==> src/rtl/switch_poll_ctrl_pkg.sv <==
// switch_poll_pkg
//   Shared types and constants for the switch polling controller.
//   - poll_state_t     : poll sequencer states
//   - PIO_DATA_OFFSET  : address of the PIO data register
//   - PIO_READ_LATENCY : cycles from read strobe to valid readdata
//   - cnt_width()      : bit width needed for a counter holding values 0..n-1
package switch_poll_pkg;

  typedef enum logic [1:0] {
    IDLE    = 2'd0,
    READ    = 2'd1,
    CAPTURE = 2'd2
  } poll_state_t;

  localparam logic [1:0] PIO_DATA_OFFSET  = 2'd0;
  localparam int         PIO_READ_LATENCY = 1;

  // Width of a counter that must represent 0..n-1; never narrower than 1 bit.
  function automatic int cnt_width(input int n);
    if (n <= 2) begin
      return 1;
    end
    return $clog2(n);
  endfunction

endpackage

==> src/rtl/switch_poll_ctrl_if.sv <==
// switch_poll_ctrl_if
//   Bundles the Avalon-MM read path to the switch PIO and the single-entry
//   event handshake to the consumer.
//   Avalon : m_address, m_read (master drives), m_readdata (slave drives)
//   Event  : ev_valid, ev_data, ev_changed (master drives), ev_ready (consumer)
//   modport master : the polling controller's view
//   modport slave  : the PIO slave and event consumer's view
interface switch_poll_ctrl_if
  import switch_poll_pkg::*;
#(
  parameter int DATA_W = 8
);

  logic [1:0]        m_address;
  logic              m_read;
  logic [31:0]       m_readdata;
  logic              ev_valid;
  logic              ev_ready;
  logic [DATA_W-1:0] ev_data;
  logic [DATA_W-1:0] ev_changed;

  modport master (
    output m_address,
    output m_read,
    input  m_readdata,
    output ev_valid,
    input  ev_ready,
    output ev_data,
    output ev_changed
  );

  modport slave (
    input  m_address,
    input  m_read,
    output m_readdata,
    input  ev_valid,
    output ev_ready,
    input  ev_data,
    input  ev_changed
  );

endinterface

==> src/rtl/switch_poll_ctrl_sw_debounce_filter.sv <==
// sw_debounce_filter
//   Accepts a new switch value only after STABLE_N consecutive identical
//   samples. Produces a one-cycle change pulse, in the same cycle as the
//   sample strobe, when the accepted value differs from the current one.
//   Ports:
//     clk, reset_n  : clock, synchronous active-low reset
//     sample_valid  : a new sample is presented this cycle
//     sample        : sampled switch value
//     stable_state  : current debounced value
//     change        : pulse, accepted value changes at the next edge
//     change_value  : the newly accepted value (valid with change)
//     change_mask   : bits that differ from the old debounced value
module sw_debounce_filter
  import switch_poll_pkg::*;
#(
  parameter int DATA_W   = 8,
  parameter int STABLE_N = 4
) (
  input  logic              clk,
  input  logic              reset_n,
  input  logic              sample_valid,
  input  logic [DATA_W-1:0] sample,
  output logic [DATA_W-1:0] stable_state,
  output logic              change,
  output logic [DATA_W-1:0] change_value,
  output logic [DATA_W-1:0] change_mask
);

  localparam int CNT_W = cnt_width(STABLE_N + 1);
  localparam logic [CNT_W-1:0] CNT_MAX = CNT_W'(STABLE_N);

  logic [DATA_W-1:0] candidate_reg;
  logic [DATA_W-1:0] candidate_next;
  logic [CNT_W-1:0]  count_reg;
  logic [CNT_W-1:0]  count_next;
  logic [DATA_W-1:0] stable_reg;
  logic              fire;

  // Count saturates so a held value can never re-trigger an event.
  always_comb begin
    candidate_next = candidate_reg;
    count_next     = count_reg;
    if (sample == candidate_reg) begin
      if (count_reg != CNT_MAX) begin
        count_next = count_reg + CNT_W'(1);
      end
    end else begin
      candidate_next = sample;
      count_next     = CNT_W'(1);
    end
  end

  assign fire = sample_valid && (count_next == CNT_MAX) &&
                (candidate_next != stable_reg);

  always_ff @(posedge clk) begin
    if (!reset_n) begin
      candidate_reg <= '0;
      count_reg     <= '0;
      stable_reg    <= '0;
    end else if (sample_valid) begin
      candidate_reg <= candidate_next;
      count_reg     <= count_next;
      if (fire) begin
        stable_reg <= candidate_next;
      end
    end
  end

  assign stable_state = stable_reg;
  assign change       = fire;
  assign change_value = candidate_next;
  assign change_mask  = candidate_next ^ stable_reg;

endmodule

==> src/rtl/switch_poll_ctrl.sv <==
// switch_poll_ctrl
//   Avalon-MM master that polls the switch PIO data register at a fixed
//   interval, debounces the samples and presents each debounced change as
//   an event on a single-entry valid/ready interface.
//   Ports:
//     clk, reset_n   : clock, synchronous active-low reset
//     enable         : 1 = polling runs, 0 = no new polls start
//     bus            : Avalon read path + event handshake (master modport)
//     stable_state   : current debounced switch value
//     overrun        : sticky, an event arrived while one was still pending
//     clear_overrun  : clears overrun (a simultaneous new overrun wins)
module switch_poll_ctrl
  import switch_poll_pkg::*;
#(
  parameter int DATA_W   = 8,
  parameter int POLL_DIV = 50000,
  parameter int STABLE_N = 4
) (
  input  logic                 clk,
  input  logic                 reset_n,
  input  logic                 enable,
  switch_poll_ctrl_if.master   bus,
  output logic [DATA_W-1:0]    stable_state,
  output logic                 overrun,
  input  logic                 clear_overrun
);

  localparam int TIMER_W = cnt_width(POLL_DIV);
  // Full interval after reset or while disabled.
  localparam logic [TIMER_W-1:0] RELOAD_IDLE = TIMER_W'(POLL_DIV - 1);
  // After a poll, the READ and capture cycles already used part of the
  // interval, so the idle countdown is shortened to keep strobes exactly
  // POLL_DIV cycles apart.
  localparam logic [TIMER_W-1:0] RELOAD_POLL =
    TIMER_W'(POLL_DIV - 2 - PIO_READ_LATENCY);

  poll_state_t        state_reg;
  logic [TIMER_W-1:0] timer_reg;
  logic               m_read_reg;

  logic              ev_valid_reg;
  logic [DATA_W-1:0] ev_data_reg;
  logic [DATA_W-1:0] ev_changed_reg;
  logic              overrun_reg;

  logic              sample_valid;
  logic              change;
  logic [DATA_W-1:0] change_value;
  logic [DATA_W-1:0] change_mask;

  // --------------------------------------------------------------------
  // Poll sequencer
  // --------------------------------------------------------------------
  always_ff @(posedge clk) begin
    if (!reset_n) begin
      state_reg  <= IDLE;
      timer_reg  <= RELOAD_IDLE;
      m_read_reg <= 1'b0;
    end else begin
      m_read_reg <= 1'b0;
      case (state_reg)
        IDLE: begin
          if (!enable) begin
            timer_reg <= RELOAD_IDLE;
          end else if (timer_reg == '0) begin
            state_reg  <= READ;
            m_read_reg <= 1'b1;
          end else begin
            timer_reg <= timer_reg - TIMER_W'(1);
          end
        end
        READ: begin
          state_reg <= CAPTURE;
        end
        CAPTURE: begin
          state_reg <= IDLE;
          timer_reg <= RELOAD_POLL;
        end
        default: begin
          state_reg <= IDLE;
          timer_reg <= RELOAD_IDLE;
        end
      endcase
    end
  end

  assign bus.m_read    = m_read_reg;
  assign bus.m_address = PIO_DATA_OFFSET;

  // readdata is valid in the cycle after the strobe, which is CAPTURE.
  assign sample_valid = (state_reg == CAPTURE);

  // Only the low DATA_W bits carry switch state.
  generate
    if (DATA_W < 32) begin : g_upper
      logic unused_upper;
      assign unused_upper = ^bus.m_readdata[31:DATA_W];
    end
  endgenerate

  sw_debounce_filter #(
    .DATA_W   (DATA_W),
    .STABLE_N (STABLE_N)
  ) u_filter (
    .clk          (clk),
    .reset_n      (reset_n),
    .sample_valid (sample_valid),
    .sample       (bus.m_readdata[DATA_W-1:0]),
    .stable_state (stable_state),
    .change       (change),
    .change_value (change_value),
    .change_mask  (change_mask)
  );

  // --------------------------------------------------------------------
  // Single-entry event register
  // --------------------------------------------------------------------
  always_ff @(posedge clk) begin
    if (!reset_n) begin
      ev_valid_reg   <= 1'b0;
      ev_data_reg    <= '0;
      ev_changed_reg <= '0;
      overrun_reg    <= 1'b0;
    end else begin
      if (change) begin
        ev_valid_reg <= 1'b1;
        ev_data_reg  <= change_value;
        if (ev_valid_reg && !bus.ev_ready) begin
          // Pending event not taken: coalesce so no changed bit is lost.
          ev_changed_reg <= ev_changed_reg | change_mask;
        end else begin
          ev_changed_reg <= change_mask;
        end
      end else if (ev_valid_reg && bus.ev_ready) begin
        ev_valid_reg <= 1'b0;
      end

      if (change && ev_valid_reg && !bus.ev_ready) begin
        overrun_reg <= 1'b1;
      end else if (clear_overrun) begin
        overrun_reg <= 1'b0;
      end
    end
  end

  assign bus.ev_valid   = ev_valid_reg;
  assign bus.ev_data    = ev_data_reg;
  assign bus.ev_changed = ev_changed_reg;
  assign overrun        = overrun_reg;

endmodule

==> src/flat_wrapper.sv <==
// flat-port wrapper written by rule: the top's interface ports become plain ports
module switch_poll_ctrl_flat import switch_poll_pkg::*;
#(
  parameter int DATA_W   = 8,
  parameter int POLL_DIV = 50000,
  parameter int STABLE_N = 4
)
  (clk, reset_n, enable, stable_state, overrun, clear_overrun, bus_m_address, bus_m_read, bus_m_readdata, bus_ev_valid, bus_ev_ready, bus_ev_data, bus_ev_changed);
  switch_poll_ctrl_if #(.DATA_W(DATA_W)) bus_i ();
  input  logic clk;
  input  logic reset_n;
  input  logic enable;
  output logic [DATA_W-1:0] stable_state;
  output logic overrun;
  input  logic clear_overrun;
  output wire logic [$bits(bus_i.m_address)-1:0] bus_m_address;
  output wire logic [$bits(bus_i.m_read)-1:0] bus_m_read;
  input wire logic [$bits(bus_i.m_readdata)-1:0] bus_m_readdata;
  output wire logic [$bits(bus_i.ev_valid)-1:0] bus_ev_valid;
  input wire logic [$bits(bus_i.ev_ready)-1:0] bus_ev_ready;
  output wire logic [$bits(bus_i.ev_data)-1:0] bus_ev_data;
  output wire logic [$bits(bus_i.ev_changed)-1:0] bus_ev_changed;
  assign bus_m_address = bus_i.m_address;
  assign bus_m_read = bus_i.m_read;
  assign bus_i.m_readdata = bus_m_readdata;
  assign bus_ev_valid = bus_i.ev_valid;
  assign bus_i.ev_ready = bus_ev_ready;
  assign bus_ev_data = bus_i.ev_data;
  assign bus_ev_changed = bus_i.ev_changed;
  switch_poll_ctrl #(.DATA_W(DATA_W), .POLL_DIV(POLL_DIV), .STABLE_N(STABLE_N)) u_core (.clk(clk), .reset_n(reset_n), .enable(enable), .bus(bus_i), .stable_state(stable_state), .overrun(overrun), .clear_overrun(clear_overrun));
endmodule
==> config.mk <==
export PLATFORM = sky130hd
export DESIGN_NAME = switch_poll_ctrl_flat
export DESIGN_NICKNAME = d
export VERILOG_FILES = /design/src/rtl/switch_poll_ctrl_pkg.sv /design/src/rtl/switch_poll_ctrl_if.sv /design/src/rtl/switch_poll_ctrl_sw_debounce_filter.sv /design/src/rtl/switch_poll_ctrl.sv /design/src/flat_wrapper.sv
export SDC_FILE = /design/constraint.sdc
export NUM_CORES = 1
export LEC_CHECK = 0
export CORE_MARGIN = 5
export CORE_UTILIZATION = 40
export DETAILED_ROUTE_END_ITERATION = 16
export PLACE_DENSITY = 0.78
export SLEW_MARGIN = 20
export SYNTH_ARGS = -nofsm -noshare
export SYNTH_HDL_FRONTEND = slang
export SYNTH_SLANG_ARGS = --single-unit
==> constraint.sdc <==
create_clock -name clk -period 2.8 [get_ports clk]
set_input_delay 0.84 -clock clk [delete_from_list [all_inputs] [get_ports clk]]
set_output_delay 0.84 -clock clk [all_outputs]
set_load 0.05 [all_outputs]
# After elaboration in Yosys (flattened, before gate mapping)
# Index checks and enable logic that the tools add are counted.
[word_totals] reg_bits=56 out_inout_bits=29 word_cells=54
[op_classes] n_addsub=2 n_eq_ne=9 mux=15 bitwise=3 n_reduce_logical=15
[ops] cell="$pmux 16 s3" n=1
[ops] cell="$mux 16" n=2
[ops] cell="$logic_not 16->1" n=1
[ops] cell="$mux 8" n=2
[ops] cell="$sub 16x1->16 const B" n=1
[ops] cell="$eq 8x8->1" n=1
[ops] cell="$ne 8x8->1" n=1
[ops] cell="$or 8x8->8" n=1
[ops] cell="$xor 8x8->8" n=1
[ops] cell="$logic_and 1x1->1" n=6
[ops] cell="$mux 3" n=2
[ops] cell="$ne 3x3->1 const B" n=2
[ops] cell="$reduce_and 2->1" n=3
[ops] cell="$mux 1" n=5
[ops] cell="$mux 2" n=2
[ops] cell="$pmux 2 s2" n=1
[ops] cell="$reduce_bool 2->1" n=2
[ops] cell="$add 3x1->3 const B" n=1
[ops] cell="$eq 3x3->1 const B" n=1
[ops] cell="$reduce_and 3->1" n=1
[ops] cell="$eq 2x1->1 const B" n=1
[ops] cell="$eq 2x2->1 const B" n=1
[ops] cell="$logic_not 2->1" n=1
[ops] cell="$ne 2x1->1 const B" n=1
[ops] cell="other kinds (3)" n=3

# Longest topological paths before layout
# Gate-level depths: netlist (run 1).
[logic_depth] word_depth=9 ltp_mapped=9

# Modules after synthesis
# Synthesis (run 1) repeated with hierarchy kept, for this count alone.
[hier_totals] cells_unflattened=290 hier_area_um2=2676.3
[by_module_without_submodules] module="switch_poll_ctrl" n_inst=1 cells_each=171 area_each_um2=1610.3 seq_area_each_um2=740.7
[by_module_without_submodules] module="sw_debounce_filter" n_inst=1 cells_each=119 area_each_um2=1066.0 seq_area_each_um2=380.4

# Least setup slack after synthesis (run 1)
# No wires, ideal clock.
[synth_path] kind="input port to flip-flop" start="input bus_m_readdata[5]" end="register u_core.ev_data_reg[1], in the netlist u_core.bus.ev_data[1]" setup_time_ns=0.116 arrival_time_ns=2.321 required_time_ns=2.684 slack_ns=0.362 cell_stages=7 path_buffers=2 cell_sequence="xor2_1 nor4_1 nand3_1 or2_2 clkbuf_1 buf_2 a31o_2"
[synth_via] elab_chain_cells=5 word_cells_on_any_way=7
[synth_rtl] element="start: declaration" line="flat_wrapper.sv:18" source="input wire logic [$bits(bus_i.m_readdata)-1:0] bus_m_readdata;"
[synth_rtl] element="$eq 8x8->1" line="switch_poll_ctrl_sw_debounce_filter.sv:43" source="if (sample == candidate_reg) begin"
[synth_rtl] element="$mux 3" line="switch_poll_ctrl_sw_debounce_filter.sv:43"
[synth_rtl] element="$eq 3x3->1" line="switch_poll_ctrl_sw_debounce_filter.sv:53" source="assign fire = sample_valid && (count_next == CNT_MAX) &&"
[synth_rtl] element="$logic_and 1x1->1 (2 in series)" line="switch_poll_ctrl_sw_debounce_filter.sv:53"
[synth_rtl] element="end signal: assignment" line="switch_poll_ctrl.sv:127" source="ev_data_reg <= change_value;"
[synth_rtl] element="end: declaration" line="switch_poll_ctrl.sv:42" source="logic [DATA_W-1:0] ev_data_reg;"
# Parallel ways exist; a longest one is shown, timed or not.
# A chain may end at the register's enable or synchronous reset.

# Worst setup path in the final report (run 1)
[layout_path] start="input bus_m_readdata[5]" end="register u_core.ev_changed_reg[5], in the netlist u_core.bus.ev_changed[5]"
[layout_via] elab_chain_cells=5 word_cells_on_any_way=10
[layout_rtl] element="$eq 8x8->1" line="switch_poll_ctrl_sw_debounce_filter.sv:43"
[layout_rtl] element="$mux 8 / $mux 3 (equally long branches)" line="switch_poll_ctrl_sw_debounce_filter.sv:43"
[layout_rtl] element="$xor 8x8->8 / $eq 3x3->1 (equally long branches)" line="switch_poll_ctrl_sw_debounce_filter.sv:73, switch_poll_ctrl_sw_debounce_filter.sv:53"
[layout_rtl] element="$or 8x8->8 / $logic_and 1x1->1 (equally long branches)" line="switch_poll_ctrl.sv:130, switch_poll_ctrl_sw_debounce_filter.sv:53"
[layout_rtl] element="$mux 8 / $logic_and 1x1->1 (equally long branches)" line="switch_poll_ctrl.sv:128, switch_poll_ctrl_sw_debounce_filter.sv:53"
[layout_rtl] element="end signal: assignment" line="switch_poll_ctrl.sv:130" source="ev_changed_reg <= ev_changed_reg | change_mask;"
[layout_rtl] element="end signal: assignment" line="switch_poll_ctrl.sv:132" source="ev_changed_reg <= change_mask;"
[layout_rtl] element="end: declaration" line="switch_poll_ctrl.sv:43" source="logic [DATA_W-1:0] ev_changed_reg;"
# Parallel ways exist; a longest one is shown, timed or not.

==> tab_implementation.tex, run 1 <==
\begin{tabular}{lr}
\hline
Metric & Value \\
\hline
\multicolumn{2}{l}{\textbf{Floorplanning}} \\
\quad Vertical extent of the die & 90.39 um \\
\quad Row cnt & 29 \\
\quad Initial core utilization & 40.94\% \\
\quad Core area & 6314 um2 \\
\quad Width of the die & 90.39 um \\
\quad IO Pins & 66 \\
\quad Area of the die & 8170 um2 \\
\multicolumn{2}{l}{\textbf{Synth}} \\
\quad Number of warnings issued by yosys & 0 \\
\quad Async set or reset register ratio after synthesis & 0\% \\
\quad Area share of the leading cell type in the synthesized netlist & 43.37\% \\
\quad Sequential-to-total area share from yosys stat & between 40 and 50\% \\
\quad Number of synthesized flops with an enable pin & 0 \\
\quad Area of the mapped netlist & 2585 um2 \\
\quad Main flop type after synthesis & dfxtp\_1 \\
\quad Flop and latch count out of synthesis & 56 \\
\quad Post-synthesis cell type count & 46 \\
\quad Post-synthesis average cell area & 8.853 um2 \\
\quad Count of mapped cells out of synthesis & 292 \\
\quad Cell types with the largest area share after synthesis & dfxtp\_1 (43\%), xor2\_1 (7.8\%), nand2\_1 (7.3\%) \\
\quad Largest area contributor in the synthesized netlist & dfxtp\_1 \\
\multicolumn{2}{l}{\textbf{GRT}} \\
\quad Global routing usage on met2 & 23.35\% \\
\quad Met1 usage in global routing & 17.95\% \\
\quad Remaining global-route overflow & 0 \\
\quad Tot GR Track Use & 13.91\% \\
\quad Antenna violations before repair & 0 \\
\quad Most congested layer reported by global routing & met2 \\
\quad Met3 GRT Util & 2.167\% \\
\quad Pin count of the biggest net entering global routing & 51 \\
\quad First-pass GRT wire length & 9.708 mm \\
\quad Number of global-route vias before repair & approximately 2.1k \\
\multicolumn{2}{l}{\textbf{Setup path}} \\
\quad CP Launch Type & input port \\
\quad Worst EP required & 3.04 ns \\
\quad Critical Path Sink Type & register \\
\quad Data arrival, critical path & 2.86 ns \\
\quad Critical path class & in2reg \\
\quad CP Max Fanout & 10 \\
\multicolumn{2}{l}{\textbf{Place}} \\
\quad Weighted congestion at the end of routability-driven global placement & about 0.78 \\
\quad Count of input and output buffers & 39 \\
\quad Pre-CTS setup slack & -0.2302 ns \\
\quad DP Wirelength & about 4.1 mm \\
\quad Placed cells & 408 \\
\multicolumn{2}{l}{\textbf{Final layout}} \\
\quad Largest register FFs & 16 \\
\quad Area Growth Syn to Fin & 25.90\% \\
\quad Final core area utilization & 51.55\% \\
\quad Final Net Count & 379 \\
\quad Leading cell type in the layout, fill and taps excluded & dfxtp\_1 \\
\quad Proportion of layout cells with a drive suffix above 1 & about 16\% \\
\quad Final instance count without filler cells & approximately 420 \\
\quad Most frequent cells in the layout & dfxtp\_1 (56), nand2\_1 (50), clkdlybuf4s50\_1 (38) \\
\quad Number of diodes added for antenna fixing & 0 \\
\multicolumn{2}{l}{\textbf{Drt}} \\
\quad Routed length per placed instance & 13.49 um \\
\quad Ratio of routed vias to standard cells & $\sim$5.3 \\
\quad Number of nets with antenna violations after detailed routing & 0 \\
\quad Total via count after detailed routing & between 2k and 2.5k \\
\quad Sum of routed wire length over all layers & 5.611 mm \\
\quad Drt drc & 0 \\
\quad Detailed router's first-iteration violation count & 146 \\
\quad First-pass DRT Iterations & 4 \\
\multicolumn{2}{l}{\textbf{Power and ir drop}} \\
\quad Worst IR Drop VDD & about 320 uV \\
\quad Design Power & 1.443 mW \\
\quad Ratio of total power to cell area & 443.4 nW/um2 \\
\quad Leakage power of the design & 1.204 nW \\
\multicolumn{2}{l}{\textbf{Outcome}} \\
\quad Outcome & finished, final reports clean \\
\multicolumn{2}{l}{\textbf{Clock network}} \\
\quad Maximum root-to-sink buffer count & 2 \\
\quad Clock Sink Count & between 50 and 60 \\
\quad Clock root buffer & clkbuf\_8 \\
\quad Worst-Skew Late Latency & 0.32 ns \\
\quad TritonCTS clock tree & built \\
\quad Inserted Clock Buffers & 5 \\
\quad Clock edge transition at the registers on the reported setup and hold paths & 0.10 ns \\
\quad Post-CTS setup repair buffer count & 0 \\
\quad H-tree level count & 2 \\
\multicolumn{2}{l}{\textbf{Timing}} \\
\quad Fraction of the cycle the final worst path needs & between 90 and 100\% \\
\quad Worst slew margin relative to its limit & 51.88\% \\
\quad Highest Clock Rate & 0.3819 GHz \\
\quad Worst hold margin & 0.4696 ns \\
\quad Largest clock skew in the final design & 0.01259 ns \\
\quad Final setup violating endpoints & 0 \\
\quad Transition time at the pin with the least slew margin & 0.7203 ns \\
\quad Minimum clock period after layout & 2.619 ns \\
\quad Final count of hold timing violations & 0 \\
\quad Final worst setup slack & 0.1813 ns \\
\quad RSZ-0062 raised after global routing & no \\
\quad Final slew viol count & 0 \\
\multicolumn{2}{l}{\textbf{Flow run}} \\
\quad Max Cap Violations & 0 \\
\multicolumn{2}{l}{\textbf{Min path}} \\
\quad Min-delay worst type & reg2reg \\
\hline
\end{tabular}
critical path, stage by stage:
cell and delay [ns]:
clkdlybuf4s50_1 0.50, xor2_1 0.21, or4_1 0.54, o21ai_1 0.17, buf_4 0.20, nor3_1 0.08
buf_4 0.16, o22ai_1 0.16
metrics by stage:
stage                     TNS (ns)  instance area (um2)
after floorplan                  0                 2589
after global placement      -3.632                 3136
after detailed placement    -4.286                 3136
after CTS                        0                 3254
after global routing             0                 3254
final                            0                 3254
cell families (layout without fill, tap and decap cells):
family | after synthesis | after routing | synth area share, %
and+or+nand+nor | 115 | 115 | 23.23
AOI/OAI and AO/OA | 64 | 64 | 18.59
other | 1 | 2 | 0.1451
xor gates and xnor gates | 23 | 23 | 7.793
buffers and inverters | 29 | 75 | 4.937
adders and majority gates | 4 | 4 | 1.936
DFF | 56 | 56 | 43.37
synthesized netlist by cell type, types with 5 or more instances:
master / number
a21boi_0: 9
a31o_2: 17
clkbuf_1: 14
dfxtp_1: 56
inv_1: 8
nand2_1: 50
nand3_1: 5
nor2_1: 11
nor3_1: 11
nor4_1: 7
o21ai_0: 11
o22ai_1: 8
or4_1: 5
xor2_1: 23
cell type report:
type / count / area [um2]
clock buffers: 5 / 68.82
well taps: 77 / 96.34
clock inverters: 3 / 50.05
fillers: 594 / 3059
repair buffers: 59 / 548.0
multi-input cells: 208 / 1340
inverters: 8 / 30.03
flip-flops and latches: 56 / 1121
worst paths after layout:
kind | start | endpoint | slack (ns) | depth (start not counted)
worst max-delay path | bus_m_readdata[5] | u_core.bus.ev_changed[5] | 0.18 | 8
worst min-delay path | u_core.bus.ev_changed[2] | u_core.bus.ev_changed[2] | 0.47 | 2
worst max register to register | u_core.timer_reg[6] | u_core.timer_reg[9] | 0.39 | 5
worst min register to register | u_core.bus.ev_changed[2] | u_core.bus.ev_changed[2] | 0.47 | 2
routing by layer:
metal / up-vias / part of all wire (%)
li1: 1121 / -
met1: 1041 / 47
met2: 45 / 49
met3: 7 / 3.0
met4: 0 / 1.3
met5: - / 0
power by group:
group / total [mW] / switching (mW) / leakage [nW] / internal (mW)
logic: 0.0846 / 0.0465 / 0.692 / 0.0381
clock network: 0.559 / 0.283 / 0.0607 / 0.276
registers: 0.799 / 0.00174 / 0.451 / 0.797
repair_timing:
item	4_1_cts	5_1_grt
hold buffers	0	0
resized for setup	0	1
endpoints found under the setup margin	0	3
No activity file was read; power rests on OpenSTA's default activity.
==> run 2, diff against run 1 <==
- CTS_BUF_LIST: unset -> sky130_fd_sc_hd__clkbuf_8
- GPL_TIMING_DRIVEN: unset -> 0
==> run 2 against run 1 <==
Net effect: maximum frequency fell by 3.3%; total power down 7.7%; critical path depth decreased by 1; sequential share of layout area is 0.62 points higher; sequential power barely moved; clock power is 19% lower; first-iteration DRC count is 1.4% lower; global-route usage grew 0.86 points.
==> tab_implementation.tex, run 2 (synthesized netlist as in run 1, its figures left out) <==
\begin{tabular}{lr}
\hline
Metric & Value \\
\hline
\multicolumn{2}{l}{\textbf{Timing}} \\
\quad Final count of hold timing violations & 0 \\
\quad Largest clock skew in the final design & 0.01607 ns \\
\quad Final setup violating endpoints & 0 \\
\quad Fraction of the cycle the final worst path needs & approximately 97\% \\
\quad Transition time at the pin with the least slew margin & 0.6848 ns \\
\quad Highest Clock Rate & 0.3693 GHz \\
\quad Worst hold margin & 0.4695 ns \\
\quad Minimum clock period after layout & 2.708 ns \\
\quad Final slew viol count & 0 \\
\quad Worst slew margin relative to its limit & 54.15\% \\
\quad Final worst setup slack & 0.09218 ns \\
\multicolumn{2}{l}{\textbf{Setup path}} \\
\quad Top Family by Delay on Critical Path & simple AND/OR/NAND/NOR gates \\
\quad Ordered cell list for the critical path & clkdlybuf4s50\_1 > xor2\_1 > nor4\_2 > nand3\_2 > buf\_4 > nor3\_2 > o22ai\_1 \\
\quad Worst EP required & 2.99 ns \\
\quad CP Launch Type & input port \\
\quad Critical path class & in2reg \\
\quad Max incr delay on CP & about 0.50 ns \\
\quad Master of the slowest instance on the critical path & clkdlybuf4s50\_1 \\
\quad Crit path buf inv count & 2 \\
\quad Slack of the worst reg-to-reg path & 0.49 ns \\
\quad Critical Path Sink Type & register \\
\quad CP Max Fanout & 8 \\
\quad Cells on worst reg2reg path & 7 \\
\quad Data arrival, critical path & 2.90 ns \\
\quad Reg-to-Reg End & u\_core.timer\_reg[1] \\
\quad Startpoint of the worst register-to-register path & u\_core.timer\_reg[6] \\
\multicolumn{2}{l}{\textbf{Final layout}} \\
\quad Number of diodes added for antenna fixing & 0 \\
\quad Leading cell type in the layout, fill and taps excluded & dfxtp\_1 \\
\quad Largest register FFs & 16 \\
\quad Area Growth Syn to Fin & 23.67\% \\
\quad Most frequent cells in the layout & dfxtp\_1 (56), nand2\_1 (50), clkdlybuf4s50\_1 (38) \\
\quad Proportion of layout cells with a drive suffix above 1 & 13.78\% \\
\quad Final instance count without filler cells & 418 \\
\quad Final Net Count & 381 \\
\quad Final core area utilization & 50.63\% \\
\multicolumn{2}{l}{\textbf{Min path}} \\
\quad Worst min-delay path endpoint & u\_core.bus.ev\_changed[5] \\
\quad Source of the worst hold timing path & u\_core.bus.ev\_changed[5] \\
\quad Hold Path Cell Cnt & 2 \\
\quad Min-delay worst type & reg2reg \\
\multicolumn{2}{l}{\textbf{GRT}} \\
\quad Tot GR Track Use & 14.78\% \\
\quad Global routing usage on met2 & 24.02\% \\
\quad Met1 usage in global routing & 19.42\% \\
\quad First-pass GRT wire length & 10.21 mm \\
\quad Met3 GRT Util & 2.500\% \\
\quad Remaining global-route overflow & 0 \\
\quad Antenna violations before repair & 0 \\
\quad Number of global-route vias before repair & 2125 \\
\quad Pin count of the biggest net entering global routing & 19 \\
\quad Most congested layer reported by global routing & met2 \\
\multicolumn{2}{l}{\textbf{Power and ir drop}} \\
\quad Switch share & between 20\% and 30\% \\
\quad Ratio of total power to cell area & around 420 nW/um2 \\
\quad Design Power & 1.332 mW \\
\quad Cell-internal power & approximately 1 mW \\
\quad Clock network fraction of total power & 33.9\% \\
\quad Worst IR Drop VDD & $\sim$280 uV \\
\quad Leakage power of the design & 1.142 nW \\
\quad Combinational Power Share & 6.1\% \\
\quad Register share of total power & 60.0\% \\
\quad Net switching power of the design & 0.3246 mW \\
\multicolumn{2}{l}{\textbf{Clock network}} \\
\quad Worst-Skew Late Latency & roughly 0.32 ns \\
\quad Clock Sink Count & 56 \\
\quad Total of hold buffers inserted after clock tree synthesis & 0 \\
\quad H-tree level count & 2 \\
\quad Clock edge transition at the registers on the reported setup and hold paths & 0.10 ns \\
\quad Clock root buffer & clkbuf\_8 \\
\quad Maximum root-to-sink buffer count & 2 \\
\quad Inserted Clock Buffers & 5 \\
\quad TritonCTS clock tree & built \\
\multicolumn{2}{l}{\textbf{Place}} \\
\quad Count of input and output buffers & 38 \\
\quad DP Wirelength & $\sim$4.4 mm \\
\quad Pre-CTS setup slack & -0.5753 ns \\
\quad Placed cells & 408 \\
\quad Weighted congestion at the end of routability-driven global placement & $\sim$0.8 \\
\multicolumn{2}{l}{\textbf{Drt}} \\
\quad Drt drc & 0 \\
\quad Sum of routed wire length over all layers & $\sim$6 mm \\
\quad Detailed router's first-iteration violation count & 144 \\
\quad Ratio of routed vias to standard cells & 5.256 \\
\quad Number of nets with antenna violations after detailed routing & 0 \\
\quad Routed length per placed instance & 14.37 um \\
\quad Total via count after detailed routing & 2197 \\
\quad First-pass DRT Iterations & 4 \\
\multicolumn{2}{l}{\textbf{Floorplanning}} \\
\quad Width of the die & 90.39 um \\
\quad Row cnt & 29 \\
\quad IO Pins & 66 \\
\quad Core area & 6314 um2 \\
\quad Initial core utilization & 40.94\% \\
\quad Area of the die & 8170 um2 \\
\quad Vertical extent of the die & approximately 90 um \\
\multicolumn{2}{l}{\textbf{Flow run}} \\
\quad Max Cap Violations & 0 \\
\multicolumn{2}{l}{\textbf{Outcome}} \\
\quad Outcome & finished, final reports clean \\
\hline
\end{tabular}
[run 2: how the worst max path moves through the flow]
stage / cells past startpoint / slack [ns] / to / from
floorplan: 7 / 0.36 / u_core.bus.ev_data[1] / bus_m_readdata[5]
finish: 7 / 0.09 / u_core.bus.ev_changed[6] / bus_m_readdata[2]
detailed placement: 8 / -0.58 / u_core.u_filter.stable_state[3] / bus_m_readdata[5]
global route: 7 / -0.03 / u_core.bus.ev_changed[1] / bus_m_readdata[6]
CTS: 7 / 0.02 / u_core.bus.ev_data[2] / bus_m_readdata[5]
global placement: 8 / -0.56 / u_core.bus.ev_data[5] / bus_m_readdata[5]
[run 2: metrics by stage]
| step | TNS (ns) | instance area [um2] |
|---|---|---|
| floorplan | 0 | 2589 |
| global placement | -12.72 | 3065 |
| detailed placement | -13.95 | 3065 |
| CTS | 0 | 3169 |
| global route | -0.08961 | 3197 |
| finish | 0 | 3197 |
[run 2: power groups by stage]
stage                     sequential [mW]  combinational (mW)  clock, mW
after floorplan                     0.817              0.0434          0
after global placement              0.817              0.0781          0
after detailed placement            0.817              0.0792          0
after CTS                           0.799              0.0803      0.459
after global routing                0.800              0.0890      0.501
final                               0.799              0.0814      0.451
[run 2: area by class of cell]
cell class              instances  area (um2)
plain buffers                  20       97.59
well taps                      77       96.34
clock inverters                 3       21.27
flip-flops and latches         56        1121
clock buffers                   5       68.82
multi-input cells             208        1359
inverters                       8       30.03
fillers                       599        3117
repair buffers                 41       402.9
[run 2: per-layer routing]
| layer | up-vias | routed length [um] |
|---|---|---|
| li1 | 1120 | - |
| met1 | 1029 | 2769 |
| met2 | 39 | 2942 |
| met3 | 9 | 183 |
| met4 | 0 | 110 |
| met5 | - | 0 |
[run 2: what timing repair did]
action / CTS / global route
endpoints found under the setup margin: 26 / 26
buffers inserted: 0 / 3
pin swaps: 0 / 2
gates cloned: 0 / 0
gates resized for setup: 4 / 4
[run 2: worst min-delay path, stage by stage, from the launching register on]
cell and delay [ns]:
dfxtp_1 0.32, nand2_1 0.05, o22ai_1 0.06
==> run 3, diff against run 2 <==
- SETUP_SLACK_MARGIN: unset -> 0.2
- SYNTH_HIERARCHICAL: unset -> 1
==> run 3 against run 2 <==
Net effect: total power is 3.0% higher; register-to-register slack better by 0.17 ns; wire length down 1.1%; first-iteration DRC count rose by 4.9%; clock skew decreased by 0.0015 ns; global-route usage decreased by 0.60 points; synthesized cell count decreased by 0.68%; utilization rose by 0.78 points; setup slack improved by 0.17 ns; flip-flop and latch count is the same; critical path type unchanged; largest power group unchanged; highest routed layer unchanged.
==> tab_implementation.tex, run 3 <==
\begin{tabular}{lr}
\hline
Metric & Value \\
\hline
\multicolumn{2}{l}{\textbf{Outcome}} \\
\quad Outcome & finished, final reports clean \\
\multicolumn{2}{l}{\textbf{Power and ir drop}} \\
\quad Ratio of total power to cell area & 415.4 nW/um2 \\
\quad Leakage power of the design & 1.140 nW \\
\quad Switch share & roughly a fifth \\
\quad Combinational Power Share & about 5.6\% \\
\quad Net switching power of the design & between 0.2 and 0.3 mW \\
\quad Worst IR Drop VDD & 295.6 uV \\
\quad Cell-internal power & 1.082 mW \\
\quad Clock network fraction of total power & 36.2\% \\
\quad Register share of total power & 58.2\% \\
\multicolumn{2}{l}{\textbf{Place}} \\
\quad DP Wirelength & 4.388 mm \\
\quad Placed cells & 407 \\
\quad Count of input and output buffers & 39 \\
\quad Weighted congestion at the end of routability-driven global placement & 0.8625 \\
\quad Pre-CTS setup slack & -0.7631 ns \\
\multicolumn{2}{l}{\textbf{Clock network}} \\
\quad TritonCTS clock tree & built \\
\quad Clock Sink Count & 56 \\
\quad Maximum root-to-sink buffer count & 2 \\
\quad Inserted Clock Buffers & 5 \\
\quad Clock edge transition at the registers on the reported setup and hold paths & around 0.09 ns \\
\quad Worst-Skew Late Latency & 0.30 ns \\
\quad Clock root buffer & clkbuf\_8 \\
\quad H-tree level count & 2 \\
\multicolumn{2}{l}{\textbf{Min path}} \\
\quad Hold Path Cell Cnt & 2 \\
\quad Worst min-delay path endpoint & u\_core/bus.ev\_data[3] \\
\quad Min-delay worst type & reg2reg \\
\quad Source of the worst hold timing path & u\_core/bus.ev\_data[3] \\
\multicolumn{2}{l}{\textbf{Final layout}} \\
\quad Final instance count without filler cells & 418 \\
\quad Leading cell type in the layout, fill and taps excluded & dfxtp\_1 \\
\quad Proportion of layout cells with a drive suffix above 1 & 13.82\% \\
\quad Area Growth Syn to Fin & 23.38\% \\
\quad Largest register FFs & 16 \\
\quad Count of fill cells added during filler insertion & 584 \\
\quad Final Net Count & 381 \\
\quad Most frequent cells in the layout & dfxtp\_1 (56), nor2\_1 (43), clkdlybuf4s50\_1 (31) \\
\multicolumn{2}{l}{\textbf{Floorplanning}} \\
\quad Core area & $\sim$6400 um2 \\
\quad Row cnt & 29 \\
\quad Initial core utilization & 41.67\% \\
\quad Width of the die & 91.80 um \\
\quad Area of the die & around 8400 um2 \\
\quad Vertical extent of the die & 91.80 um \\
\quad IO Pins & 66 \\
\multicolumn{2}{l}{\textbf{Synth}} \\
\quad Post-synthesis average cell area & 9.229 um2 \\
\quad Area share of the leading cell type in the synthesized netlist & 41.89\% \\
\quad Fraction of the mapped netlist area in compound gates & between 10\% and 20\% \\
\quad Commonest cells in the synthesized netlist & dfxtp\_1 (56), nor2\_1 (44), xor2\_1 (21) \\
\quad Number of warnings issued by yosys & 6 \\
\quad Adder and majority gate portion of the synthesized area & 1.403\% \\
\quad Xor and xnor area share after synthesis & 9.163\% \\
\quad Post-synthesis cell type count & 52 \\
\quad Async set or reset register ratio after synthesis & 0\% \\
\quad Simple-gate portion of the synthesized area & between 20\% and 30\% \\
\quad Area of the mapped netlist & around 2700 um2 \\
\quad Count of mapped cells out of synthesis & 290 \\
\quad Cell types with the largest area share after synthesis & dfxtp\_1 (42\%), xor2\_1 (6.9\%), nor2\_1 (6.2\%) \\
\quad Flop and latch count out of synthesis & 56 \\
\quad Largest area contributor in the synthesized netlist & dfxtp\_1 \\
\quad Top-count cell post-synth & dfxtp\_1 \\
\quad Multiplexer share of the synthesized area & 5.984\% \\
\quad Number of synthesized flops with an enable pin & 0 \\
\quad Largest family of logic cells by synthesized area & simple AND/OR/NAND/NOR gates \\
\quad Main flop type after synthesis & dfxtp\_1 \\
\quad Sequential-to-total area share from yosys stat & a little over two fifths \\
\multicolumn{2}{l}{\textbf{Setup path}} \\
\quad Worst EP required & just under 3 ns \\
\quad CP Max Fanout & 10 \\
\quad Ordered cell list for the critical path & dlygate4sd2\_1 > xor2\_1 > or4\_4 > nor2\_2 > nor4b\_2 > buf\_4 > buf\_2 > a22oi\_1 > nor2\_1 \\
\quad Max incr delay on CP & approximately 0.60 ns \\
\quad Slack of the worst reg-to-reg path & roughly 0.66 ns \\
\quad CP Launch Type & input port \\
\quad Data arrival, critical path & 2.71 ns \\
\quad Master of the slowest instance on the critical path & or4\_4 \\
\quad Reg-to-Reg End & u\_core/bus.ev\_changed[4] \\
\quad Cells on worst reg2reg path & 10 \\
\quad Startpoint of the worst register-to-register path & u\_core/u\_filter/count\_reg[0] \\
\quad Critical Path Sink Type & register \\
\quad Critical path class & in2reg \\
\multicolumn{2}{l}{\textbf{Drt}} \\
\quad Sum of routed wire length over all layers & 5.942 mm \\
\quad Routed length per placed instance & $\sim$14 um \\
\quad First-pass DRT Iterations & 4 \\
\quad Drt drc & 0 \\
\quad Total via count after detailed routing & 2214 \\
\quad Number of nets with antenna violations after detailed routing & 0 \\
\quad Detailed router's first-iteration violation count & 151 \\
\quad Ratio of routed vias to standard cells & 5.297 \\
\multicolumn{2}{l}{\textbf{Timing}} \\
\quad Worst slew margin relative to its limit & a little under half \\
\quad Largest clock skew in the final design & 0.01453 ns \\
\quad Final worst setup slack & 0.2605 ns \\
\quad Fraction of the cycle the final worst path needs & 90.70\% \\
\quad Final count of hold timing violations & 0 \\
\quad Setup TNS & 0 ns \\
\quad Final slew viol count & 0 \\
\quad Transition time at the pin with the least slew margin & between 0.8 and 0.9 ns \\
\quad Minimum clock period after layout & 2.539 ns \\
\quad Highest Clock Rate & a little under 0.4 GHz \\
\quad RSZ-0062 raised after global routing & no \\
\quad Final setup violating endpoints & 0 \\
\multicolumn{2}{l}{\textbf{GRT}} \\
\quad Tot GR Track Use & 14.18\% \\
\quad Remaining global-route overflow & 0 \\
\quad Number of global-route vias before repair & 2157 \\
\quad First-pass GRT wire length & 10.01 mm \\
\quad Antenna violations before repair & 1 \\
\quad Pin count of the biggest net entering global routing & 16 \\
\multicolumn{2}{l}{\textbf{Flow run}} \\
\quad Max Cap Violations & 0 \\
\hline
\end{tabular}
## run 3: cell types whose count changed in the layout (fill, tap and decap cells not counted), sizes merged, moves of 7 or more
cell,before,now
a31o,17,0
nor2,12,44
nand3,5,14
mux2i,0,16
a22oi,0,8
o22ai,8,0
a21boi,9,0
xnor2,0,7
a21oi,4,15
clkdlybuf4s50,38,31
nand2,50,12
## run 3: metrics by stage
stage	cell area, um2	hold WS, ns	utilization (%)	power, mW
detailed placement	3168	0.4833	49.33	0.8959
finish	3302	0.4995	51.41	1.372
floorplan	2681	0.4608	-	0.8589
global placement	3168	0.4757	49.33	0.8948
CTS	3292	0.5046	51.26	1.386
global route	3302	0.5293	51.41	1.427
## run 3: layout make-up
cell class | instances | area, um2 | share of cell area, %
antenna | 1 | 2.502 | 0.07579
inverter | 6 | 22.52 | 0.6821
multi-input combinational | 209 | 1454 | 44.03
tap | 77 | 96.34 | 2.918
clock inverter | 1 | 30.03 | 0.9094
clock buffer | 5 | 68.82 | 2.084
sequential | 56 | 1121 | 33.95
timing repair buffer | 43 | 399.1 | 12.09
buffer | 20 | 107.6 | 3.259
## run 3: kinds of logic (layout without fill, tap and decap cells)
kind of cell / after synthesis / count (layout)
buf+inv: 26 / 75
simple gates: 115 / 115
compound gates: 45 / 45
fa+ha+maj: 3 / 3
xor+xnor: 28 / 28
mux: 16 / 16
other cells: 1 / 3
flops: 56 / 56
## run 3: worst max-delay path: cells and delay by family
kind,cells,cell delay (ns)
xor+xnor,1,0.19
buf+inv,3,0.65
compound gates,1,0.20
simple gates,4,0.83
## run 3: worst max-delay path by stage
stage,start,slack [ns],end,cells past startpoint
6_report,bus_m_readdata[6],0.26,u_core/bus.ev_changed[4],9
5_1_grt,bus_m_readdata[1],0.21,u_core/bus.ev_changed[1],10
4_1_cts,bus_m_readdata[2],0.22,u_core/bus.ev_changed[0],10
3_5_place_dp,bus_m_readdata[2],-0.76,u_core/bus.ev_changed[7],9
3_3_place_gp,bus_m_readdata[3],-0.73,u_core/bus.ev_changed[2],9
2_1_floorplan,bus_m_readdata[3],0.22,u_core/bus.ev_changed[0],8
## run 3: repair_timing
action / CTS / global route
endpoints found under the setup margin: 19 / 17
buffers inserted: 4 / 0
resized for setup: 11 / 12
pin swaps: 2 / 1
hold buffers: 0 / 0
## run 3: power groups by stage
| stage | logic (mW) | registers [mW] | clock network [mW] |
|---|---|---|---|
| after detailed placement | 0.0788 | 0.817 | 0 |
| after floorplan | 0.0422 | 0.817 | 0 |
| final | 0.0763 | 0.798 | 0.497 |
| after global routing | 0.0835 | 0.799 | 0.545 |
| after global placement | 0.0779 | 0.817 | 0 |
| after CTS | 0.0765 | 0.798 | 0.511 |
## run 3: per-layer routing
metal / vias up / track usage, % / routed length [um]
met1: 1046 / 17.52 / 2701
met3: 11 / 2.782 / 237
met5: - / 0 / 0
met4: 0 / 6.064 / 128
met2: 59 / 24.04 / 2874
li1: 1098 / - / -
